--- src/rtl/lockpick_engine.sv ---
// Key-guessing challenge engine: loads two key words, hashes their XOR and compares the
// result against TARGET, streaming a verdict message and enforcing a lockout after misses.
module lockpick_engine #(
  parameter int unsigned KEY_BYTES    = 32,
  parameter int unsigned ROUNDS       = 3,
  parameter int unsigned MAX_ATTEMPTS = 3,
  parameter int unsigned COOLDOWN     = 16,
  parameter logic [8*KEY_BYTES-1:0] TARGET = (8*KEY_BYTES)'(
    256'hCAFEBABE12345678DEADBEEFFEEDFACEC001D00DBADC0DE5BAADF00D0BADBEEF)
) (
  input  logic       clk,
  input  logic       rst,
  input  logic       start,
  input  logic       in_valid,
  output logic       in_ready,
  input  logic [7:0] in_data,
  output logic       out_valid,
  input  logic       out_ready,
  output logic [7:0] out_data,
  output logic [1:0] status,
  output logic [2:0] attempts,
  output logic       busy
);

  localparam int unsigned W  = 8 * KEY_BYTES;
  localparam int unsigned CW = $clog2(KEY_BYTES);
  localparam logic [W-1:0] C = {(KEY_BYTES / 8){64'h9E3779B97F4A7C15}};

  localparam logic [1:0] StatusIdle = 2'b00;
  localparam logic [1:0] StatusErr  = 2'b01;
  localparam logic [1:0] StatusWin  = 2'b10;
  localparam logic [1:0] StatusLock = 2'b11;

  typedef enum logic [2:0] {
    StIdle, StLoadA, StLoadB, StHash, StCompare, StOutput, StCooldown
  } state_e;

  state_e          state_q, state_d;
  logic [CW-1:0]   cnt_q, cnt_d;
  logic [3:0]      rnd_q, rnd_d;
  logic [7:0]      cd_q, cd_d;
  logic [2:0]      att_q, att_d, att_inc;
  logic [1:0]      status_q, status_d;
  logic [W-1:0]    key_a_q, s_q, s_round;
  logic [31:0]     msg_word;
  logic            in_xfer, out_xfer, last_byte, match;

  assign in_ready  = (state_q == StLoadA) || (state_q == StLoadB);
  assign out_valid = (state_q == StOutput);
  assign busy      = (state_q != StIdle);
  assign status    = status_q;
  assign attempts  = att_q;

  assign in_xfer   = in_valid && in_ready;
  assign out_xfer  = out_valid && out_ready;
  assign last_byte = (cnt_q == CW'(KEY_BYTES - 1));
  assign match     = (s_q == TARGET);
  assign att_inc   = (att_q < 3'(MAX_ATTEMPTS)) ? att_q + 3'd1 : att_q;
  assign s_round   = {s_q[W-14:0], s_q[W-1:W-13]} ^ (s_q + C);

  always_comb begin
    msg_word = 32'hBAD0BAD0;
    unique case (status_q)
      StatusWin:  msg_word = 32'hFACEFACE;
      StatusLock: msg_word = 32'hDEADDEAD;
      default:    msg_word = 32'hBAD0BAD0;
    endcase
    // The message repeats the 32-bit word, so byte j is word byte j mod 4.
    out_data = out_valid ? msg_word[{cnt_q[1:0], 3'b000} +: 8] : 8'h00;
  end

  always_comb begin
    state_d  = state_q;
    cnt_d    = cnt_q;
    rnd_d    = rnd_q;
    cd_d     = cd_q;
    att_d    = att_q;
    status_d = status_q;
    unique case (state_q)
      StIdle: begin
        if (start) begin
          state_d  = StLoadA;
          cnt_d    = '0;
          att_d    = 3'd0;
          status_d = StatusIdle;
        end
      end
      StLoadA, StLoadB: begin
        if (in_xfer) begin
          if (last_byte) begin
            state_d = (state_q == StLoadA) ? StLoadB : StHash;
            cnt_d   = '0;
            rnd_d   = 4'd0;
          end else begin
            cnt_d = cnt_q + CW'(1);
          end
        end
      end
      StHash: begin
        if (rnd_q == 4'(ROUNDS - 1)) begin
          state_d = StCompare;
          rnd_d   = 4'd0;
        end else begin
          rnd_d = rnd_q + 4'd1;
        end
      end
      StCompare: begin
        state_d = StOutput;
        cnt_d   = '0;
        if (match) begin
          status_d = StatusWin;
        end else begin
          att_d    = att_inc;
          status_d = (att_inc == 3'(MAX_ATTEMPTS)) ? StatusLock : StatusErr;
        end
      end
      StOutput: begin
        if (out_xfer) begin
          if (last_byte) begin
            cnt_d = '0;
            cd_d  = 8'd0;
            unique case (status_q)
              StatusWin:  state_d = StIdle;
              StatusLock: state_d = StCooldown;
              default:    state_d = StLoadA;
            endcase
          end else begin
            cnt_d = cnt_q + CW'(1);
          end
        end
      end
      StCooldown: begin
        if (cd_q == 8'(COOLDOWN - 1)) begin
          state_d = StIdle;
          cd_d    = 8'd0;
        end else begin
          cd_d = cd_q + 8'd1;
        end
      end
      default: state_d = StIdle;
    endcase
  end

  always_ff @(posedge clk or negedge rst) begin
    if (!rst) begin
      state_q  <= StIdle;
      cnt_q    <= '0;
      rnd_q    <= 4'd0;
      cd_q     <= 8'd0;
      att_q    <= 3'd0;
      status_q <= StatusIdle;
    end else begin
      state_q  <= state_d;
      cnt_q    <= cnt_d;
      rnd_q    <= rnd_d;
      cd_q     <= cd_d;
      att_q    <= att_d;
      status_q <= status_d;
    end
  end

  // S is assembled byte-wise as key_a ^ key_b during LOAD_B, so it is complete on HASH entry.
  always_ff @(posedge clk) begin
    if (in_xfer && state_q == StLoadA) begin
      key_a_q[{cnt_q, 3'b000} +: 8] <= in_data;
    end
    if (in_xfer && state_q == StLoadB) begin
      s_q[{cnt_q, 3'b000} +: 8] <= key_a_q[{cnt_q, 3'b000} +: 8] ^ in_data;
    end
    if (state_q == StHash) begin
      s_q <= s_round;
    end
  end

endmodule

--- config.mk ---
export PLATFORM = sky130hd
export DESIGN_NAME = lockpick_engine
export DESIGN_NICKNAME = d
export VERILOG_FILES = /design/src/rtl/lockpick_engine.sv
export SDC_FILE = /design/constraint.sdc
export NUM_CORES = 2
export LEC_CHECK = 0
export CELL_PAD_IN_SITES_DETAIL_PLACEMENT = 2
export CELL_PAD_IN_SITES_GLOBAL_PLACEMENT = 2
export CORE_MARGIN = 3
export CORE_UTILIZATION = 43
export CTS_BUF_LIST = sky130_fd_sc_hd__clkbuf_8
export CTS_CLUSTER_SIZE = 24
export DETAILED_ROUTE_END_ITERATION = 12
export GPL_TIMING_DRIVEN = 0
export PLACE_DENSITY_LB_ADDON = 0.1
export REMOVE_ABC_BUFFERS = 1
export SLEW_MARGIN = 20
export SYNTH_ARGS = -nofsm -noshare
export SYNTH_HDL_FRONTEND = slang
export SYNTH_SLANG_ARGS = --single-unit
export TNS_END_PERCENT = 100
--- constraint.sdc ---
create_clock -name clk -period 4.6 [get_ports clk]
set_input_delay 1.38 -clock clk [delete_from_list [all_inputs] [get_ports clk]]
set_output_delay 1.38 -clock clk [all_outputs]
set_load 0.02 [all_outputs]
Yosys cells after proc, flatten, opt, wreduce, memory -nomap -nowiden:

Cells that the tools add are included.

* register bits: 537
* logic and storage cells: 99

* add/subtract/negate cells: 6
* magnitude comparators: 1
* equal/unequal tests: 21
* shift operators: 5
* muxes and demuxes: 37
* bitwise logic cells: 2
* reductions and logical operators: 19

Operators by type and width (count)
* $bwmux 256: 2
* $mux 256: 2
* $shiftx 8x10->256: 2
* $add 256x256->256 const B: 1
* $eq 256x256->1 const B: 1
* $shift 8x10->256 const A: 1
* $shiftx 256x9->8: 1
* $xor 256x256->256: 1
* $pmux 31 s2: 1
* $mux 8: 4
* $shiftx 32x6->8: 1
* $mux 3: 10
* $mux 5: 4
* $pmux 5 s4: 1
* $pmux 3 s6: 1
* $pmux 8 s2: 1
* $mux 4: 3
* $ne 2x2->1 const B: 6
* $pmux 3 s2: 2
* $neg 8->10: 1
* $eq 3x2->1 const B: 3
* $eq 3x3->1 const B: 3
* $reduce_and 3->1: 3
* $add 8x1->8 const B: 1
* 25 further kinds: 35

Longest topological paths before layout:

* depth in word-level cells: 6
* gate-level depth with buffers: 14
* depth with buffers taken out: 12

Worst setup path after synthesis:

OpenSTA, ideal clock, no wires.

* path kind: register to register
* start: reg, netlist name cnt_q[0]
* end: reg s_q[192] (enable)
* data arrival time: 3.634 ns
* required time: 4.216 ns
* slack: 0.582 ns
* cell stages (with the launch flop): 13
* buffers on the path: 4
* period minus slack after synthesis: 4.018 ns
* path through: dfrtp_1 > clkbuf_1 > buf_1 > clkbuf_1 > clkinv_1 > ha_1 > nand2b_1 > or3_1 > clkbuf_1 > nand2_1 > nor3_1 > nand2_1 > o21ai_0

RTL lines
* end signal: indexed assignment: RTL line 168 `s_q[{cnt_q, 3'b000} +: 8] <= key_a_q[{cnt_q, 3'b000} +: 8] ^ in_data;`
* end signal: assignment: RTL line 171 `s_q <= s_round;`
* end: declaration: RTL line 44 `logic [W-1:0] key_a_q, s_q, s_round;`

Worst setup path in the final report:

* start: reg s_q[44]
* end: reg s_q[242] (data pin)

* word-level cells in the longest chain between the ends: 3

Ends and longest elaborated chain
* $add 256x256->256: RTL line 59 `assign s_round = {s_q[W-14:0], s_q[W-1:W-13]} ^ (s_q + C);`
* $xor 256x256->256: RTL line 59
* $mux 256: RTL line 170 `if (state_q == StHash) begin`

Every way passes these cells.
A chain may end at the register's enable or synchronous reset.

==> impl_results.md <==
* Status: finished with violations
* Failing checks: setup timing
* Peak VDD IR at 0.545 mV
* Drt drc at 0
* Routed vias/inst at 7.37
* Main combinational cell family by area after synthesis: simple AND/OR/NAND/NOR gates
* Post-synth ARST share at 0.0466
* Hold wc startpoint: rnd_q[3]$_DFFE_PN0P_
* Setup ws final at -0.0929 ns
* Crit. End Element: register
* Final hold violation count at 0
* Hold-fix buffers at CTS at 0
* Nets at 4438
* DP Wirelength at 158000 µm
* Switching power share of the total at 0.521
* P_int at 15.9 mW
* Synth Area in Adders at 0.00340
* Pwr/cell area at 718 nW/µm²
* Post-synth EDFFs at 512
* Mean area per synthesized cell at 9.00 µm²
* Critical path's most frequent cell: or3_1
* Leakage Power at 14.5 nW
* CTS Buf Count at 99
* FILL cells at 9613
* Critical-path top delay cell: edfxtp_1
* Fin crit period at 4.69 ns
* Cell area after technology mapping at 40400 µm²
* Worst EP arrival at 5.24 ns
* First-pass GRT wire length at 317000 µm
* Io pins at 29
* Final instance area at 46200 µm²
* RR Startpoint: s_q[44]$_DFFE_PP_
* YS warnings at 0
* Die area at 97800 µm²
* Largest net degree at the start of global routing at 71
* Worst EP required at 5.15 ns
* Synth top area share at 0.380
* DRT Pass-1 Iters at 5
* Min-delay worst type: register to register
* CP Launch Type: register
* Reg clk slew, reported paths at 0.08 ns
* CP cell instances: buf_4 > or3_1 > or4_1 > or3_1 > a31oi_4 > o21ai_1 > o31ai_4 > a21oi_2 > o21ai_4 > a21oi_1 > xnor2_1 > o22ai_1
* CTS max path bufs at 3
* CP Launch Point: s_q[44]$_DFFE_PP_
* Syn Inst Count at 4494
* # port buffers at 28
* H-tree Lvls at 3
* Floorplan row count at 111
* Clock Root Buffer: clkbuf_8
* Unique masters post-synth at 99
* Final ANT Viol Nets at 0
* Top area cells in the synthesized netlist: edfxtp_1 38%, xnor2_1 7.5%, nor2_1 4.6%
* Overflow after GRT at 0
* Initial core utilization at 0.437
* Routed WL per cell at 39.2 µm
* Complex-gate fraction of the synthesized area at 0.172
* Clock Sinks at 537
* Worst-Skew Late Latency at 0.84 ns
* Vias in the first global route at 43056
* Sequential cell fraction of total power at 0.299
* Max_cap viols at 0
* Die height at 313 µm
* Core area at 92500 µm²
* Count leader, synth: edfxtp_1
* Max transition margin at 0.113
* Top cell type by total area after synthesis: edfxtp_1
* Combinational power share at 0.550
* Final Max Slew Viols at 0
* Routed WL at 224000 µm
* GPL Wtd Cong at 1.04
* Mux cell area share after synthesis at 0.0488
* CP top delay family: compound AO/OA/AOI/OAI gates
* DIE WIDTH at 313 µm
* Setup violators final at 24
* Worst Skew at 0.0552 ns
* Initial antenna violation count at 17
* Sequential share of the synthesized area at 0.396
* DP Area at 42400 µm²
* Synth Flop Type: edfxtp_1
* Vias at 42251
* CTS tree: done
* Clock power share at 0.150
* Fin Hold WS at 0.495 ns
* Share of layout cells above drive strength 1 at 0.137
* Synth cell count leaders: 512 x edfxtp_1, 495 x nor2_1, 388 x nand2_1
* Synth Area in XOR/XNOR at 0.108
* Psw at 17.3 mW
* CP bufs+invs at 1
* Fin crit share at 1.02
* Synth Area in Simple Gates at 0.229
* Yosys reg bits at 537
* P&R area growth vs syn at 14.1%
* Worst stage delay on the critical path at 0.53 ns
* Achievable Freq at 0.213 GHz
* Kind of critical path: register to register
* Critical path fanouts, max at 6
* Total GRT Usage at 0.439
* Drt initial violations at 6175
* Worst-Margin Slew at 1.32 ns
-- stage by stage --
step	instances	util	power, mW	setup WS, ns	setup TNS, ns
floorplan	4105	-	17.6	-3.16	-2258.37
global placement	5376	0.441	18.4	-9.68	-7214.57
detailed placement	5439	0.458	26.0	-1.48	-142.80
CTS	5658	0.489	31.7	0.000378	0
global route	5728	0.499	33.9	-0.108	-0.838
finish	5732	0.499	33.2	-0.0929	-0.715
-- worst paths after layout --
kind | endpoint | slack (ns) | cells after the start
worst min register to register | rnd_q[3]$_DFFE_PN0P_ | 0.49 | 1
min in group asynchronous | status[1]$_DFFE_PN0P_ | 0.58 | 1
worst min-delay path | rnd_q[3]$_DFFE_PN0P_ | 0.49 | 1
worst max register to register | s_q[242]$_DFFE_PP_ | -0.09 | 12
max in group asynchronous | cnt_q[1]$_DFFE_PN0P_ | 3.54 | 1
worst max-delay path | s_q[242]$_DFFE_PP_ | -0.09 | 12
-- routing by layer --
| layer | routed length, µm | global-route usage |
|---|---|---|
| met1 | 82300 | 0.557 |
| met5 | 63 | 0 |
| met2 | 100000 | 0.679 |
| met4 | 18100 | 0.280 |
| met3 | 24000 | 0.0980 |
-- state kept, by name, indices dropped and copies added, names as in the netlist --
register,cells
key_a_q,256
s_q,256
cd_q,8
cnt_q,5
rnd_q,4
attempts,3
state_q,3
status,2
-- kinds of logic (layout without fill, tap and decap cells) --
family,after synthesis,after routing
adder cells (fa/ha/maj),11,11
flip-flops,537,537
other,0,6
buffers and inverters,456,445
AO/OA/AOI/OAI,1090,1090
AND/OR/NAND/NOR,1803,1803
XOR/XNOR,500,500
multiplexers,97,97
-- repair_timing --
| action | CTS | global route |
|---|---|---|
| setup buffers | 49 | 67 |
| pin swaps | 5 | 6 |
| hold endpoints to repair | 0 | 0 |
| resized for setup | 101 | 60 |
| endpoints found under the setup margin | 484 | 143 |
-- power groups by stage --
stage / combinational [mW] / clock, mW / sequential [mW]
2_1_floorplan: 9.01 / 0 / 8.63
3_3_place_gp: 9.81 / 0 / 8.62
3_5_place_dp: 16.0 / 0 / 10.0
4_1_cts: 16.9 / 4.97 / 9.84
5_1_grt: 18.8 / 5.16 / 9.92
6_report: 18.2 / 4.99 / 9.93
-- final cells by class --
type | instances | area, µm² | share of cell area
multi-input cells | 3501 | 23900 | 0.518
flip-flops and latches | 537 | 16000 | 0.347
inverters | 67 | 253 | 0.00548
well taps | 1243 | 1560 | 0.0337
clock inverters | 71 | 614 | 0.0133
diodes | 6 | 15.0 | 0.000325
repair buffers | 208 | 2440 | 0.0528
clock buffers | 99 | 1360 | 0.0295
-- cells in the final DEF, fill, tap and decap left out, types with 49 or more instances in the layout --
| cell | count |
|---|---|
| edfxtp_1 | 512 |
| or3_1 | 59 |
| nand4_1 | 77 |
| o22ai_1 | 237 |
| inv_1 | 95 |
| nor3_1 | 102 |
| clkbuf_8 | 99 |
| o21ai_0 | 194 |
| nor2_1 | 478 |
| a21oi_1 | 194 |
| nand3_1 | 117 |
| nand2b_1 | 50 |
| mux4_2 | 80 |
| nand2_1 | 386 |
| xor2_1 | 144 |
| and3_1 | 104 |
| buf_4 | 129 |
| a31oi_1 | 49 |
| xnor2_1 | 346 |
| nor4_1 | 62 |
-- worst register-to-register path, stage by stage, from the launching register on --
cell      delay (ns)
edfxtp_1        0.53
buf_4           0.23
or3_1           0.42
or4_1           0.52
or3_1           0.44
a31oi_4         0.35
o21ai_1         0.27
o31ai_4         0.46
a21oi_2         0.25
o21ai_4         0.34
a21oi_1         0.20
xnor2_1         0.27
o22ai_1         0.15
Power figures use the tool's default switching activity.
